$ cat src/rtl/clkdiv_pkg.sv
// clkdiv_pkg: shared constants and reset-divisor slice helper for the clock-enable generator
package clkdiv_pkg;
  localparam int CNT_W_DEF = 26;
  localparam int DIV_OFF = 0;
  localparam int MAX_PACK = 512;
  function automatic logic [63:0] div_slice(input logic [MAX_PACK-1:0] v, input int i, input int w);
    return 64'(v >> (i * w)) & ((64'd1 << w) - 64'd1);
  endfunction
endpackage

$ cat src/rtl/clkdiv_if.sv
// clkdiv_if: config strobes in (cfg_wr/cfg_sel/cfg_div/align), per-channel tick/sq/cfg_pend out
interface clkdiv_if import clkdiv_pkg::*; #(
  parameter int NUM_CH = 3,
  parameter int CNT_W = CNT_W_DEF,
  parameter int SEL_W = 3
) ();
  logic cfg_wr;
  logic [SEL_W-1:0] cfg_sel;
  logic [CNT_W-1:0] cfg_div;
  logic align;
  logic [NUM_CH-1:0] tick;
  logic [NUM_CH-1:0] sq;
  logic [NUM_CH-1:0] cfg_pend;
  modport master (output cfg_wr, cfg_sel, cfg_div, align, input tick, sq, cfg_pend);
  modport slave (input cfg_wr, cfg_sel, cfg_div, align, output tick, sq, cfg_pend);
endinterface

$ cat src/rtl/clkdiv_channel.sv
// clkdiv_channel: one divide-by-N channel; ports clk, clr, wr/wdata (pending divisor write), align, rst_div -> tick, sq, pend; align honoured only with CLKDIV_ALIGN_EN
module clkdiv_channel import clkdiv_pkg::*; #(
  parameter int CNT_W = CNT_W_DEF
) (
  input  logic clk,
  input  logic clr,
  input  logic wr,
  input  logic align,
  input  logic [CNT_W-1:0] wdata,
  input  logic [CNT_W-1:0] rst_div,
  output logic tick,
  output logic sq,
  output logic pend
);
  logic [CNT_W-1:0] cnt, div_act, div_pend, cnt_nx, div_nx, div_pend_nx;
  logic off, wrap, apply, realign, wr_ok, tick_nx, sq_nx, pend_nx;
`ifdef CLKDIV_ALIGN_EN
  assign realign = align;
`else
  logic unused_align;
  assign unused_align = align;
  assign realign = 1'b0;
`endif
  // a disabled channel restarts at cnt=0 with whatever is pending, like a wrap
  always_comb begin
    off = div_act == CNT_W'(DIV_OFF);
    wrap = !off && cnt == div_act - CNT_W'(1);
    apply = pend && (realign || off || wrap);
    wr_ok = wr && !realign;
    div_nx = apply ? div_pend : div_act;
    cnt_nx = (realign || off || wrap) ? '0 : cnt + CNT_W'(1);
    tick_nx = !realign && wrap;
    sq_nx = !realign && div_nx != CNT_W'(DIV_OFF) && cnt_nx >= (div_nx >> 1);
    pend_nx = wr_ok || (pend && !apply);
    div_pend_nx = wr_ok ? wdata : div_pend;
  end
  always_ff @(posedge clk) begin
    if (clr) begin
      cnt <= '0;
      div_act <= rst_div;
      div_pend <= '0;
      pend <= 1'b0;
      tick <= 1'b0;
      sq <= 1'b0;
    end else begin
      cnt <= cnt_nx;
      div_act <= div_nx;
      div_pend <= div_pend_nx;
      pend <= pend_nx;
      tick <= tick_nx;
      sq <= sq_nx;
    end
  end
endmodule

$ cat src/rtl/clkdiv_multi.sv
// clkdiv_multi: NUM_CH programmable clock-enable dividers; ports clk, clr, bus (clkdiv_if.slave); optional CLKDIV_ALIGN_EN phase align
module clkdiv_multi import clkdiv_pkg::*; #(
  parameter int NUM_CH = 3,
  parameter int CNT_W = CNT_W_DEF,
  parameter int SEL_W = 3,
  parameter logic [NUM_CH*CNT_W-1:0] RST_DIV = {26'd33554432, 26'd524288, 26'd4}
) (
  input logic clk,
  input logic clr,
  clkdiv_if.slave bus
);
  for (genvar i = 0; i < NUM_CH; i++) begin : g_ch
    clkdiv_channel #(.CNT_W(CNT_W)) u_ch (
      .clk(clk),
      .clr(clr),
      .wr(bus.cfg_wr && bus.cfg_sel == SEL_W'(i)),
      .align(bus.align),
      .wdata(bus.cfg_div),
      .rst_div(CNT_W'(div_slice(MAX_PACK'(RST_DIV), i, CNT_W))),
      .tick(bus.tick[i]),
      .sq(bus.sq[i]),
      .pend(bus.cfg_pend[i])
    );
  end
endmodule
$ cat src/flat_wrapper.sv
// flat-port wrapper written by rule: the top's interface ports become plain ports
module clkdiv_multi_flat import clkdiv_pkg::*;
#(
  parameter int NUM_CH = 3,
  parameter int CNT_W = CNT_W_DEF,
  parameter int SEL_W = 3,
  parameter logic [NUM_CH*CNT_W-1:0] RST_DIV = {26'd33554432, 26'd524288, 26'd4}
)
  (clk, clr, bus_cfg_wr, bus_cfg_sel, bus_cfg_div, bus_align, bus_tick, bus_sq, bus_cfg_pend);
  clkdiv_if #(.NUM_CH(NUM_CH), .CNT_W(CNT_W), .SEL_W(SEL_W)) bus_i ();
  input logic clk;
  input logic clr;
  input wire logic [$bits(bus_i.cfg_wr)-1:0] bus_cfg_wr;
  input wire logic [$bits(bus_i.cfg_sel)-1:0] bus_cfg_sel;
  input wire logic [$bits(bus_i.cfg_div)-1:0] bus_cfg_div;
  input wire logic [$bits(bus_i.align)-1:0] bus_align;
  output wire logic [$bits(bus_i.tick)-1:0] bus_tick;
  output wire logic [$bits(bus_i.sq)-1:0] bus_sq;
  output wire logic [$bits(bus_i.cfg_pend)-1:0] bus_cfg_pend;
  assign bus_i.cfg_wr = bus_cfg_wr;
  assign bus_i.cfg_sel = bus_cfg_sel;
  assign bus_i.cfg_div = bus_cfg_div;
  assign bus_i.align = bus_align;
  assign bus_tick = bus_i.tick;
  assign bus_sq = bus_i.sq;
  assign bus_cfg_pend = bus_i.cfg_pend;
  clkdiv_multi #(.NUM_CH(NUM_CH), .CNT_W(CNT_W), .SEL_W(SEL_W), .RST_DIV(RST_DIV)) u_core (.clk(clk), .clr(clr), .bus(bus_i));
endmodule
$ cat config.mk
export PLATFORM = sky130hd
export DESIGN_NAME = clkdiv_multi_flat
export DESIGN_NICKNAME = d
export VERILOG_FILES = /design/src/rtl/clkdiv_pkg.sv /design/src/rtl/clkdiv_if.sv /design/src/rtl/clkdiv_channel.sv /design/src/rtl/clkdiv_multi.sv /design/src/flat_wrapper.sv
export SDC_FILE = /design/constraint.sdc
export NUM_CORES = 1
export LEC_CHECK = 0
export BUFFER_PORTS_ARGS = -buffer_cell sky130_fd_sc_hd__buf_2
export CAP_MARGIN = 20
export CORE_UTILIZATION = 55
export DETAILED_ROUTE_END_ITERATION = 10
export GPL_TIMING_DRIVEN = 0
export PLACE_DENSITY = 0.72
export SLEW_MARGIN = 20
export SYNTH_ARGS = -nofsm -noshare
export SYNTH_HDL_FRONTEND = slang
export SYNTH_HIERARCHICAL = 1
export SYNTH_SLANG_ARGS = --single-unit
$ cat constraint.sdc
create_clock -name clk -period 7.2 [get_ports clk]
set_input_delay 0.36 -clock clk [delete_from_list [all_inputs] [get_ports clk]]
set_output_delay 0.36 -clock clk [all_outputs]
set_load 0.02 [all_outputs]
==> results of run 1 <==
==> registers in the layout, summed over array words and instances, names as in the netlist <==
signal and flops:
u_core/g_ch.u_ch/pend 3, u_core/g_ch.u_ch/tick 3, u_core/g_ch.u_ch/div_pend 78, u_core/g_ch.u_ch/sq 3
u_core/g_ch.u_ch/div_act 78, u_core/g_ch.u_ch/cnt 78
==> cell usage after synthesis, types with 13 or more instances <==
library cell	instances	area share, %
a21o_1	15	0.71
a21oi_1	24	0.75
a31oi_1	62	2.4
and2_1	61	2.4
and3_1	23	0.90
and4_1	17	0.94
clkbuf_1	74	1.7
dfxtp_1	243	31
ha_1	81	6.4
inv_1	48	1.1
mux2i_1	126	7.9
nand2_1	58	1.4
nand3_1	53	1.7
nand4_1	23	0.90
nor2_1	279	6.6
nor2b_1	21	0.83
nor3_1	42	1.3
nor3_2	52	3.3
nor4_1	34	1.3
o211ai_1	114	5.4
o21ai_0	27	0.85
or3_1	13	0.51
xnor2_1	82	4.5
xor2_1	76	4.2
==> per-stage QoR <==
stage | util, % | setup WS, ns | total power [uW] | std cells | cell area, um^2
6_report | 63.72 | 0.7231 | 3508 | 2402 | 17900
3_5_place_dp | 60.06 | 0.9134 | 1944 | 2349 | 16870
4_1_cts | 63.71 | 0.8599 | 3517 | 2401 | 17890
3_3_place_gp | 60.06 | 0.9722 | 1930 | 2349 | 16870
5_1_grt | 63.71 | 0.2629 | 3640 | 2401 | 17890
2_1_floorplan | - | 2.226 | 1807 | 1931 | 16200
==> cells by family (layout without fill, tap and decap cells) <==
family,count (synthesis),count (layout),share of synthesized area (%)
multiplexers,132,132,8.399
AND/OR/NAND/NOR,755,755,26.92
AO/OA/AOI/OAI,326,326,14.61
XOR/XNOR,158,158,8.698
buffers and inverters,158,250,4.380
adder cells (fa/ha/maj),81,81,6.370
flip-flops,243,243,30.58
other,2,79,0.04720
==> final cells by class <==
cell class	instances	area (um^2)
Clock inverter	11	195.2
Tap cell	378	473.0
Fill cell	2527	10190
Inverter	50	187.7
Sequential cell	243	4865
Clock buffer	41	830.8
Antenna cell	1	2.502
Timing Repair Buffer	40	200.2
Buffer	108	509.2
Multi-Input combinational cell	1530	10630
==> worst paths after layout <==
| kind | startpoint | to | cells past startpoint |
|---|---|---|---|
| worst max-delay path | u_core/g_ch[1].u_ch/div_act[0]$_DFF_P_ | u_core/g_ch[1].u_ch/sq$_SDFF_PP0_ | 20 |
| worst min-delay path | bus_cfg_div[15] | u_core/g_ch[1].u_ch/div_pend[15]$_SDFFE_PP0P_ | 3 |
| worst max register to register | u_core/g_ch[1].u_ch/div_act[0]$_DFF_P_ | u_core/g_ch[1].u_ch/sq$_SDFF_PP0_ | 20 |
| worst min register to register | u_core/g_ch[0].u_ch/div_pend[22]$_SDFFE_PP0P_ | u_core/g_ch[0].u_ch/div_pend[22]$_SDFFE_PP0P_ | 2 |
==> power breakdown <==
part           switching [uW]  internal (uW)  leakage (uW)
Sequential               96.2           1400       0.00199
Combinational             250            181       0.00471
Clock                     599            980      0.000492
Total                     945           2560       0.00719
==> metal layers <==
metal | GRT usage [%] | vias to the layer above
met5 | 0 | -
met4 | 11.43 | 0
met2 | 50.19 | 432
met1 | 42.64 | 6816
li1 | - | 6985
met3 | 4.807 | 92
==> critical path, stage by stage, from the launching register on <==
cell	delay [ns]
dfxtp_1	0.36
inv_1	0.08
ha_1	0.17
nor3b_2	0.50
nand4_2	0.34
nor4_1	0.57
o32ai_1	0.21
a2111oi_1	0.50
nand2_1	0.32
clkbuf_1	0.35
o211ai_1	0.27
and2_1	0.16
ha_1	0.23
nor2b_1	0.13
o21a_1	0.15
o21ai_0	0.13
or4b_2	0.62
a2111oi_0	0.51
o211ai_1	0.25
a211o_1	0.34
a2bb2oi_1	0.14
==> impl_metrics.ini, run 1 <==
[routing]
antenna_left = 0
num_vias = 14330
m1WireLength_um = 21000
wl_met3_um = 2919
highest_layer = met4
wl_um = 46100
firstDrtPassIters = 5
wl_met2_um = 20600
route.detailed.drc = 0
post_drt_wl_per_cell_um = 19.19
drt_iter0_drc = 1131
viasPerCell = 5.964

[grt]
grt_pass1_vias = 13490
antenna_found_initial = 1
track_usage_pct = 31.40
grt_first_pass_wirelength_um = 72680
grt_overflow = 0
grt_max_degree = 14

[logic_synthesis]
netlist_instances = 1855
yosysSeqAreaShare_pct = 30.58
synth_ff_type = dfxtp_1
synth.avg_cell_area_um2 = 8.577
yosys_warnings = 6
synth_edf_count = 0
synth_area_mm2 = 0.01591
ys_seq_elements = 243
postSynth.asyncResetShare_pct = 0
synth.distinct_cells = 77

[worst_setup_path]
crit_type = reg -> reg
start_kind = flop
ff2ff_setup_slack_ns = 0.72
cp_data_arrival_time_ns = 6.90
worstSetupEndpointType = flop
cp.required_ns = 7.62
path_max_fanout = 10

[floorplan]
die_w_um = 172.1
core_area_mm2 = 0.02809
die_area_mm2 = 0.02961
start_util_pct = 56.65
num_rows = 61
pin_count = 42
die_y_um = 172.1

[layout]
final_cell_mix = nor2_1 (279), dfxtp_1 (243), mux2i_1 (126), o211ai_1 (114), xnor2_1 (82)
synthToLayoutAreaGrowth_pct = 12.49
nNetsFinal = 2115
final_common_cell = nor2_1
drive_above_1_share_pct = 9.837

[pwr]
p_leak_uw = 0.007191
ir_worst_vdd_v = 0.0001659
powerDensity_mw_per_mm2 = 196.0

[place]
place_hpwl_um = 35980
routabilityCongestion = 0.8981
portBuffers = 40

[clock_tree]
ctsResizeCount = 0
cts_tree = done
clockBufferDepth = 3
root_buffer = clkbuf_16
post-cts-setup-buffers = 0
htreeDepth = 1
clk_pin_slew_ns = 0.06
clkLatencyLatePin_ns = 0.55
ctsHoldBuffers = 0
cts_buffers = 28
numClockSinks = 243

[sta]
period_needed_ns = 6.477
skew_ns = 0.01427
worstMarginPinSlew_ns = 0.9203
slew_viol_final = 0
rsz0062_at_grt = false
hold_slack_ns = 0.1350
setup_viol = 0
clock.fmax_mhz = 154.4
min_period_over_period_pct = 89.96
relSlewSlack_pct = 38.65
finalHoldViolCount = 0
tns_ns = 0

[worst_hold_path]
hp-class = in -> reg

[run_status]
status = complete, no violations

[flow_run]
maxCapViolCount = 0
No activity file was read; power rests on OpenSTA's default activity.
==> run 2, diff against run 1 <==
--- a/config.mk
+++ b/config.mk
@@ -5,8 +5,10 @@
 export SDC_FILE = /design/constraint.sdc
 export NUM_CORES = 1
 export LEC_CHECK = 0
+export ABC_AREA = 1
 export BUFFER_PORTS_ARGS = -buffer_cell sky130_fd_sc_hd__buf_2
 export CAP_MARGIN = 20
+export CORE_ASPECT_RATIO = 1.25
 export CORE_UTILIZATION = 55
 export DETAILED_ROUTE_END_ITERATION = 10
 export GPL_TIMING_DRIVEN = 0
==> run 2 against run 1 <==
Final area up 3.0%. Combinational power up 33%. Fmax up 20%. Largest cell class unchanged.
==> impl_metrics.ini, run 2 <==
[sta]
tns_ns = 0
slew_viol_final = 0
finalHoldViolCount = 0
skew_ns = 0.006988
clock.fmax_mhz = 185.5
setup_viol = 0
min_period_over_period_pct = 74.86
rsz0062_at_grt = false
relSlewSlack_pct = 50.38
period_needed_ns = 5.390
worstMarginPinSlew_ns = 0.7443

[layout]
antenna_cells = 0
nFillCells = 2906
drive_above_1_share_pct = 6.924
synthToLayoutAreaGrowth_pct = 11.36
final_cell_mix = nand2_1 (645), nor2_1 (409), inv_1 (280), dfxtp_1 (243), o21ai_0 (178)
nNetsFinal = 2841
top_regs = u_core/g_ch.u_ch/cnt x78, u_core/g_ch.u_ch/div_act x78, u_core/g_ch.u_ch/div_pend x78
final_common_cell = nand2_1
instances_no_fill = 3140

[logic_synthesis]
synth_edf_count = 0
yosysSeqAreaShare_pct = 29.38
synthTopCellsByArea = dfxtp_1 (29%), nand2_1 (15%), nor2_1 (9.3%)
yosysMostFrequentCell = nand2_1
netlist_instances = 2584
synth.avg_cell_area_um2 = 6.409
yosys_warnings = 6
synth_top_area_cell = dfxtp_1
synth_ff_type = dfxtp_1
synth.distinct_cells = 49
yosys-top-cells-count = nand2_1 (645), nor2_1 (409), inv_1 (280)
postSynth.asyncResetShare_pct = 0
ys_seq_elements = 243
synth_area_mm2 = 0.01656
synth_top_area_share_pct = 29.38

[grt]
track_usage_pct = 34.36
grt_max_degree = 14
antenna_found_initial = 0
grt_overflow = 0
grt_pass1_vias = 15910
grt_first_pass_wirelength_um = 82130

[routing]
route.detailed.drc = 0
post_drt_wl_per_cell_um = 16.61
viasPerCell = 5.337
antenna_left = 0
wl_um = 52150
num_vias = 16760
drt_iter0_drc = 1193
firstDrtPassIters = 5

[run_status]
status = complete, no violations

[floorplan]
core_area_mm2 = 0.02943
die_y_um = 196
start_util_pct = 56.27
die_area_mm2 = 0.03081
pin_count = 42
num_rows = 70
die_w_um = 157.2

[worst_hold_path]
hp-class = in -> reg
min_to = u_core/g_ch[1].u_ch/div_pend[5]$_SDFFE_PP0P_
holdPathStages = 3
hold_start = bus_cfg_div[5]

[clock_tree]
htreeDepth = 1
clk_pin_slew_ns = 0.06
ctsHoldBuffers = 0
cts_tree = done
post-cts-setup-buffers = 0
numClockSinks = 243
root_buffer = clkbuf_16
clockBufferDepth = 3
cts_buffers = 26
ctsResizeCount = 0
clkLatencyLatePin_ns = 0.54

[worst_setup_path]
start_kind = flop
cp_data_arrival_time_ns = 5.79
r2r-start = u_core/g_ch[0].u_ch/div_act[0]$_DFF_P_
cpPeakStageDelay_ns = 0.37
path_max_fanout = 10
r2r_cells = 32
crit_type = reg -> reg
cpMaxStageDelayCell = dfxtp_1
cp.depth = 32
path_delay_family = simple AND/OR/NAND/NOR gates
worstSetupEndpointType = flop
cp.required_ns = 7.60
ff2ff_setup_slack_ns = 1.81
crit_top_cell = nand2_1
r2r_end = u_core/g_ch[0].u_ch/sq$_SDFF_PP0_
crit_buf_inv = 4

[flow_run]
maxCapViolCount = 0

[place]
portBuffers = 39
dp_cells = 3095
routabilityCongestion = 0.9877
place_hpwl_um = 42200

[pwr]
powerDensity_mw_per_mm2 = 189.1
p_leak_uw = 0.008917
ir_worst_vdd_v = 0.0001818
[run 2: cell types whose count changed after synthesis, sizes merged, moves of 102 or more]
cell / change
o211ai: -110
mux2i: -126
nor2: +163
inv: +237
nand2: +614
nand3: +102
o21ai: +167
[run 2: logic make-up (layout without fill, tap and decap cells)]
| kind of cell | count (synthesis) | count (layout) | share of synthesized area (%) |
|---|---|---|---|
| AOI/OAI and AO/OA | 299 | 299 | 9.702 |
| xor gates and xnor gates | 138 | 138 | 7.548 |
| adders and majority gates | 81 | 81 | 6.120 |
| buffers and inverters | 382 | 466 | 9.362 |
| DFF | 243 | 243 | 29.38 |
| other | 2 | 78 | 0.04535 |
| and+or+nand+nor | 1439 | 1439 | 37.85 |
[run 2: stage by stage]
stage / hold WS (ns) / util [%] / setup slack [ns] / total power, uW / instance area [um^2]
final: 0.1561 / 62.67 / 1.810 / 3487 / 18440
after global routing: 0.1547 / 62.67 / 1.515 / 3638 / 18440
after CTS: 0.1343 / 62.67 / 1.967 / 3496 / 18440
after detailed placement: 0.4517 / 59.59 / 1.988 / 2075 / 17540
after global placement: 0.4464 / 59.59 / 2.094 / 2060 / 17540
after floorplan: 0.4344 / - / 3.500 / 1901 / 16840
[run 2: area by class of cell]
type,count,area [um^2],share of cell area [%]
Timing Repair Buffer,39,195.2,1.058
Clock inverter,8,142.6,0.7735
Clock buffer,37,763.2,4.139
Sequential cell,243,4865,26.38
Multi-Input combinational cell,2035,10430,56.56
Tap cell,396,495.5,2.687
Buffer,93,465.4,2.524
Inverter,289,1085,5.882
[run 2: worst max path at each step]
stage	start	to	slack, ns
after detailed placement	u_core/g_ch[0].u_ch/div_act[0]$_DFF_P_	u_core/g_ch[0].u_ch/sq$_SDFF_PP0_	1.99
after floorplan	u_core/g_ch[0].u_ch/div_act[0]$_DFF_P_	u_core/g_ch[0].u_ch/sq$_SDFF_PP0_	3.50
after CTS	u_core/g_ch[0].u_ch/div_act[0]$_DFF_P_	u_core/g_ch[0].u_ch/sq$_SDFF_PP0_	1.97
after global routing	u_core/g_ch[0].u_ch/div_act[0]$_DFF_P_	u_core/g_ch[0].u_ch/sq$_SDFF_PP0_	1.51
after global placement	u_core/g_ch[0].u_ch/div_act[0]$_DFF_P_	u_core/g_ch[0].u_ch/sq$_SDFF_PP0_	2.09
final	u_core/g_ch[0].u_ch/div_act[0]$_DFF_P_	u_core/g_ch[0].u_ch/sq$_SDFF_PP0_	1.81
[run 2: worst register-to-register path: cells and delay by family (launching register included)]
| family | cells | cell delay, ns |
|---|---|---|
| AND/OR/NAND/NOR | 19 | 2.04 |
| AO/OA/AOI/OAI | 7 | 1.25 |
| buffers and inverters | 4 | 0.93 |
| adder cells (fa/ha/maj) | 2 | 0.65 |
| flip-flops | 1 | 0.37 |
[run 2: where the power goes]
group,switching [uW],leakage [uW],internal [uW]
combinational,381,0.00648,190
sequential,82.8,0.00199,1410
clock,552,0.000443,874
[run 2: metal layers]
metal / vias to the layer above / part of all wire, % / GRT usage [%]
li1: 8465 / - / -
met1: 7629 / 42 / 42.59
met2: 544 / 48 / 59.62
met3: 119 / 6.0 / 3.446
met4: 0 / 4.4 / 15.39
met5: - / 0 / 0
==> run 3, diff against run 2 <==
==> constraint.sdc (replaced) <==
create_clock -name clk -period 5.55 [get_ports clk]
set_input_delay 0.2775 -clock clk [delete_from_list [all_inputs] [get_ports clk]]
set_output_delay 0.2775 -clock clk [all_outputs]
set_load 0.02 [all_outputs]
==> run 3 against run 2 <==
Clock-buffer cell count did not move. Die area stayed put. Fmax up 4.3%. Non-clock buffer count did not move. Global-route usage unchanged. Clock skew up 0.0013 ns. Sequential power increased by 30%. Flip-flop and latch count did not move.
==> impl_metrics.ini, run 3 (same netlist as run 2, synthesis figures left out) <==
[layout]
antenna_cells = 0
synthToLayoutAreaGrowth_pct = 11.40
final_cell_mix = nand2_1 (645), nor2_1 (409), inv_1 (280), dfxtp_1 (243), o21ai_0 (178)
top_regs = u_core/g_ch.u_ch/cnt x78, u_core/g_ch.u_ch/div_act x78, u_core/g_ch.u_ch/div_pend x78
instances_no_fill = 3140
final_common_cell = nand2_1
nNetsFinal = 2841
drive_above_1_share_pct = 6.997
postLayoutCoreUtil_pct = 62.69

[routing]
drt_iter0_drc = 1228
viasPerCell = 5.322
antenna_left = 0
route.detailed.drc = 0
m1WireLength_um = 21630
post_drt_wl_per_cell_um = 16.59
firstDrtPassIters = 5
highest_layer = met4
wl_met2_um = 24710
wl_met3_um = 3366
wl_um = 52100
num_vias = 16710

[grt]
antenna_found_initial = 0
grt_pass1_vias = 15910
grt_first_pass_wirelength_um = 82130
grt_overflow = 0
grt_max_degree = 14
track_usage_pct = 34.36

[sta]
tns_ns = 0
setup_viol = 0
hold_slack_ns = 0.07702
skew_ns = 0.008253
rsz0062_at_grt = false
clock.fmax_mhz = 193.6
slew_viol_final = 0
relSlewSlack_pct = 50.10
min_period_over_period_pct = 93.09
finalHoldViolCount = 0
worstMarginPinSlew_ns = 0.7485
period_needed_ns = 5.167

[worst_setup_path]
cpPeakStageDelay_ns = 0.36
path_max_fanout = 10
crit_type = reg -> reg
cp.required_ns = 5.95
start_kind = flop
ff2ff_setup_slack_ns = 0.38
cp_data_arrival_time_ns = 5.57
worstSetupEndpointType = flop
crit_top_cell = nand2_1
cpMaxStageDelayCell = dfxtp_1

[flow_run]
maxCapViolCount = 0

[floorplan]
die_w_um = 157.2
num_rows = 70
die_area_mm2 = 0.03081
pin_count = 42
die_y_um = 196
core_area_mm2 = 0.02943
start_util_pct = 56.27

[place]
dp_cells = 3095
portBuffers = 39
routabilityCongestion = 0.9877
place_hpwl_um = 42200

[pwr]
p_leak_uw = 0.008916
ir_worst_vdd_v = 0.0002361
powerDensity_mw_per_mm2 = 245.3
p_total_uw = 4525

[clock_tree]
root_buffer = clkbuf_16
clk_pin_slew_ns = 0.06
ctsHoldBuffers = 0
clockBufferDepth = 3
clkLatencyLatePin_ns = 0.54
htreeDepth = 1
cts_tree = done
cts_buffers = 26
numClockSinks = 243

[worst_hold_path]
hp-class = in -> reg

[run_status]
status = complete, no violations
[run 3: final cells by class]
type / instances / area, um^2
Buffer: 93 / 465.4
Timing Repair Buffer: 39 / 195.2
Multi-Input combinational cell: 2035 / 10440
Tap cell: 396 / 495.5
Inverter: 289 / 1085
Clock inverter: 8 / 142.6
Fill cell: 2903 / 10980
Clock buffer: 37 / 763.2
Sequential cell: 243 / 4865
[run 3: path summary, 6_finish.rpt]
kind,from,to,depth (start not counted)
worst max-delay path,u_core/g_ch[0].u_ch/div_act[0]$_DFF_P_,u_core/g_ch[0].u_ch/sq$_SDFF_PP0_,32
worst max register to register,u_core/g_ch[0].u_ch/div_act[0]$_DFF_P_,u_core/g_ch[0].u_ch/sq$_SDFF_PP0_,32
worst min-delay path,bus_cfg_div[14],u_core/g_ch[1].u_ch/div_pend[14]$_SDFFE_PP0P_,3
worst min register to register,u_core/g_ch[0].u_ch/div_pend[4]$_SDFFE_PP0P_,u_core/g_ch[0].u_ch/div_pend[4]$_SDFFE_PP0P_,2
[run 3: per-stage QoR]
stage | worst slack, ns | cell area, um^2
2_1_floorplan | 1.850 | 16840
3_3_place_gp | 0.4444 | 17540
3_5_place_dp | 0.3380 | 17540
4_1_cts | 0.3174 | 18440
5_1_grt | 0.06400 | 18450
6_report | 0.3835 | 18450
[run 3: where the power goes]
part	leakage, uW	internal, uW	switching, uW
Combinational	0.00648	247	495
Clock	0.000443	1130	717
Sequential	0.00199	1830	107
Total	0.00892	3210	1320
[run 3: worst max-delay path: cells and delay by family (launching register included)]
family	cells	cell delay [ns]
fa+ha+maj	2	0.58
simple gates	19	2.02
compound gates	7	1.12
buf+inv	4	0.92
flops	1	0.36
[run 3: metal layers]
metal | vias to the layer above | GRT usage, %
li1 | 8473 | -
met5 | - | 0
met1 | 7561 | 42.59
met3 | 129 | 3.446
met2 | 549 | 59.62
met4 | 0 | 15.39
[run 3: repair_timing]
action                     4_1_cts  5_1_grt
buffers inserted                 0        0
setup endpoints to repair        0        1
resized for setup                0        2
